<file path="config.mk">
export PLATFORM = sky130hd
export DESIGN_NAME = stos_com_align
export DESIGN_NICKNAME = d
export VERILOG_FILES = /design/src/rtl/stos_com_align.sv
export SDC_FILE = /design/constraint.sdc
export NUM_CORES = 1
export LEC_CHECK = 0
export CAP_MARGIN = 30
export CORE_MARGIN = 5
export CORE_UTILIZATION = 30
export CTS_BUF_LIST = sky130_fd_sc_hd__clkbuf_8
export CTS_CLUSTER_SIZE = 24
export DETAILED_ROUTE_END_ITERATION = 7
export PLACE_DENSITY_LB_ADDON = 0.2
export SETUP_SLACK_MARGIN = 0.05
export SLEW_MARGIN = 20
export SYNTH_ARGS = -nofsm -noshare
export SYNTH_HDL_FRONTEND = slang
export SYNTH_SLANG_ARGS = --single-unit
</file>
<file path="constraint.sdc">
create_clock -name clk32f -period 2.7 [get_ports clk32f]
set_clock_uncertainty 0.2 [all_clocks]
set_input_delay 0.54 -clock clk32f [delete_from_list [all_inputs] [get_ports clk32f]]
set_output_delay 0.54 -clock clk32f [all_outputs]
set_load 0.02 [all_outputs]
</file>
<file path="src/rtl/stos_com_align.sv">
// Receive side of the serial IDLE/COM link: hunts for the COM byte boundary, locks after
// COM_COUNT aligned COMs, then delivers every non-COM byte with a one-cycle valid pulse.
module stos_com_align #(
  parameter logic [7:0] COM       = 8'hBC,
  parameter int         COM_COUNT = 4
) (
  input  logic       clk32f,
  input  logic       reset,
  input  logic       serial_in,
  output logic [7:0] data_out,
  output logic       valid_out,
  output logic       active
);

  typedef enum logic [1:0] {
    SEARCH = 2'd0,
    SYNC   = 2'd1,
    ACTIVE = 2'd2
  } state_t;

  localparam logic [3:0] COM_TARGET = 4'(COM_COUNT);

  state_t     r_state;
  logic [7:0] r_shift;
  logic [2:0] r_bit_cnt;
  logic [3:0] r_com_cnt;
  logic [7:0] r_data;
  logic       r_valid;
  logic       r_active;

  logic [7:0] w_nxt;
  logic       w_is_com;
  logic       w_byte_done;
  logic [3:0] w_com_inc;

  assign w_nxt       = {r_shift[6:0], serial_in};
  assign w_is_com    = (w_nxt == COM);
  assign w_byte_done = (r_bit_cnt == 3'd7);
  // Saturating increment keeps the COM counter from wrapping back below the target.
  assign w_com_inc   = (r_com_cnt == 4'hF) ? 4'hF : r_com_cnt + 4'd1;

  always_ff @(posedge clk32f) begin
    if (reset) begin
      r_state   <= SEARCH;
      r_shift   <= 8'h00;
      r_bit_cnt <= 3'd0;
      r_com_cnt <= 4'd0;
      r_data    <= 8'h00;
      r_valid   <= 1'b0;
      r_active  <= 1'b0;
    end else begin
      r_shift <= w_nxt;
      r_valid <= 1'b0;
      case (r_state)
        SEARCH: begin
          // Bit-by-bit hunt: the boundary is fixed by the first window that equals COM.
          r_bit_cnt <= 3'd0;
          if (w_is_com) begin
            r_com_cnt <= 4'd1;
            if (COM_TARGET == 4'd1) begin
              r_state  <= ACTIVE;
              r_active <= 1'b1;
            end else begin
              r_state <= SYNC;
            end
          end
        end
        SYNC: begin
          r_bit_cnt <= r_bit_cnt + 3'd1;
          if (w_byte_done) begin
            if (w_is_com) begin
              r_com_cnt <= w_com_inc;
              if (w_com_inc == COM_TARGET) begin
                r_state  <= ACTIVE;
                r_active <= 1'b1;
              end
            end else begin
              // False lock; the hunt restarts on the following bit.
              r_state   <= SEARCH;
              r_com_cnt <= 4'd0;
            end
          end
        end
        ACTIVE: begin
          r_bit_cnt <= r_bit_cnt + 3'd1;
          if (w_byte_done && !w_is_com) begin
            r_data  <= w_nxt;
            r_valid <= 1'b1;
          end
        end
        default: begin
          r_state   <= SEARCH;
          r_bit_cnt <= 3'd0;
          r_com_cnt <= 4'd0;
          r_active  <= 1'b0;
        end
      endcase
    end
  end

  assign data_out  = r_data;
  assign valid_out = r_valid;
  assign active    = r_active;

endmodule
</file>
==> metrics.md <==
| Metric | Value |
|---|---|
| Status | `completed` |
| Initial core utilization | `0.306` |
| Setup ws final | `0.505 ns` |
| Site Rows | `22` |
| Slew HR | `0.669` |
| Fin crit period | `2.20 ns` |
| Met1 Use GR | `0.116` |
| Slew Limit Fails | `0` |
| TritonCTS Buffers | `3` |
| Setup TNS | `0 ns` |
| Clk root buf | `clkbuf_8` |
| Share of post-route cells with drive strength above 1 | `0.122` |
| Syn Inst Count | `107` |
| Residual DRC count | `0` |
| Deepest clock path buffer count | `2` |
| CP arrival | `2.17 ns` |
| Die X | `70.7 um` |
| Register area share after synthesis | `0.472` |
| DRT Wirelength | `2230 um` |
| Average wire per standard cell | `13.0 um` |
| Total Power | `633 uW` |
| Final Cell Area | `1340 sq um` |
| Vias per inst | `4.90` |
| Grt total ovfl | `0` |
| Clk pin slew, worst setup/hold paths | `0.09 ns` |
| Layout Nets | `134` |
| Syn-to-layout area delta | `21.4%` |
| Clock sink count | `26` |
| Fmax | `0.456 GHz` |
| Worst-path fanout max | `7` |
| Final setup fails | `0` |
| Via Count | `838` |
| Post-DP HPWL | `1690 um` |
| DR iter-0 viols | `43` |
| Hold Slack | `0.236 ns` |
| Busiest layer in global routing | `met2` |
| Post-Place Cell Area | `1300 sq um` |
| Initial DRT Pass Iterations | `4` |
| Initial antenna violation count | `0` |
| Setup crit end kind | `flop` |
| Met2 usage | `0.159` |
| Layout Utilization | `0.372` |
| Post-placement cell count | `168` |
| # diodes | `0` |
| First-pass GRT wire length | `3860 um` |
| Power density cells | `472 nW/um^2` |
| Post-CTS Hold Buffers | `0` |
| Post-Syn Nets | `116` |
| YS warnings | `0` |
| Clock Latency Late Sink | `0.26 ns` |
| Syn avg cell area | `10.3 sq um` |
| Peak VDD IR | `0.232 mV` |
| Postcts setup bufs | `0` |
| WS Path Type | `reg2reg` |
| Least-Margin Pin Slew | `0.493 ns` |
| Post-synthesis cell type count | `36` |
| Final Hold Vio Count | `0` |
| Core area | `3610 sq um` |
| Critical Path RT | `2.68 ns` |
| Die H | `70.7 um` |
| RSZ-0062 raised after global routing | `no` |
| Post-synthesis register bit count | `26` |
| IO Pins | `13` |
| Port bufs | `12` |
| Post-cts repair resize count | `0` |
| Worst-case reg-to-reg path depth | `5` |
| GRT met3 Usage | `0.0227` |
| Pre-CTS setup slack | `0.303 ns` |
| Lkg Pwr | `0.472 nW` |
| CTS tree | `built` |
| Hold Path Stages | `1` |
| Total global-route track usage | `0.0936` |
| Max_cap viols | `0` |
| Finished Layout Cells | `171` |
| Worst hold path type | `reg2reg` |
| Final Wtd Congestion | `0.773` |
| Final period util | `0.813` |
| Antenna Nets Post-Route | `0` |
| Critical path launch point type | `flop` |
| Synthesized cell area | `1100 sq um` |
| Vias in the first global route | `841` |
| Largest net degree at the start of global routing | `15` |
| Max H-tree Level | `1` |
| Area of the die | `4990 sq um` |
[state kept, by name (all words and copies together) (netlist names)]
name       flops
r_shift        7
r_bit_cnt      3
valid_out      1
data_out       8
r_com_cnt      4
r_state        2
active         1
[power by group]
group          internal, mW  switching, mW  leakage (nW)  total (mW)
Sequential            0.387        0.00393         0.210       0.391
Clock                0.0997          0.110        0.0216       0.210
Combinational        0.0129         0.0183         0.240      0.0312
[critical path, cell delays in order (launching register included)]
cell and delay, ns:
dfxtp_1 0.40, ha_1 0.27, or3b_2 0.47, a311oi_2 0.39
nand3b_1 0.14, a221oi_2 0.23
[cell usage in the layout (no fill, tap or decap), types with 2 or more instances in the layout]
cell and count:
dfxtp_1 26, clkdlybuf4s50_1 12, nor2_1 8, nor2b_1 7
inv_1 6, mux2i_1 6, ha_1 6, a21oi_1 5
a211oi_1 5, o21ai_0 4, nand2_1 3, and3_1 3
clkbuf_8 3, buf_4 3, nand4b_1 2, o221a_2 2
nand3b_1 2
[cell families (layout without fill, tap and decap cells)]
kind of cell / count (synthesis) / after routing / synth area share
adders and majority gates: 6 / 6 / 0.0680
and+or+nand+nor: 37 / 37 / 0.212
buffers and inverters: 8 / 24 / 0.0272
AOI/OAI and AO/OA: 24 / 24 / 0.167
DFF: 26 / 26 / 0.472
muxes: 6 / 6 / 0.0544
[layer usage]
metal / share of wire / vias to the layer above
met1: 0.47 / 401
met5: 0 / -
met3: 0.036 / 2
met2: 0.49 / 13
li1: - / 422
met4: 0.0045 / 0
[worst paths after layout]
kind	startpoint	to	slack, ns
hold reg to reg	r_bit_cnt[0]	r_bit_cnt[0]	0.24
setup reg to reg	r_com_cnt[0]	r_state[1]	0.50
setup / recovery	r_com_cnt[0]	r_state[1]	0.50
hold / removal	r_bit_cnt[0]	r_bit_cnt[0]	0.24
[cell usage after synthesis]
master / count / share of area
and3_1: 3 / 0.017
inv_1: 6 / 0.020
o21ai_0: 4 / 0.018
nor2b_1: 7 / 0.040
nor4_1: 1 / 0.0057
a21oi_2: 1 / 0.0079
o221a_2: 2 / 0.020
and4b_1: 1 / 0.0091
nor2_1: 8 / 0.027
nand2_1: 3 / 0.010
a311oi_2: 1 / 0.014
ha_1: 6 / 0.068
buf_1: 1 / 0.0034
or3b_2: 1 / 0.0079
or4b_1: 1 / 0.0091
a211oi_1: 5 / 0.034
dfxtp_1: 26 / 0.47
mux2i_1: 6 / 0.054
o2111a_1: 1 / 0.010
a221oi_2: 1 / 0.014
nor3_1: 1 / 0.0045
nor3b_1: 1 / 0.0068
nand2b_1: 1 / 0.0057
o21bai_1: 1 / 0.0068
nand4bb_1: 1 / 0.010
and4bb_2: 1 / 0.011
clkbuf_1: 1 / 0.0034
or3_2: 1 / 0.0068
a21boi_0: 1 / 0.0068
and3_2: 1 / 0.0068
a21oi_1: 5 / 0.023
nand3b_1: 2 / 0.014
a31oi_1: 1 / 0.0057
nand3_1: 1 / 0.0045
nand4b_1: 2 / 0.016
a21o_1: 1 / 0.0068
[final cells by class]
cell class / count / area, sq um
repair buffers: 15 / 143
clock buffers: 3 / 41.3
flip-flops and latches: 26 / 520
fillers: 369 / 2270
inverters: 6 / 22.5
multi-input cells: 73 / 553
well taps: 48 / 60.1
Note: power is estimated with default switching activity, not from simulation.
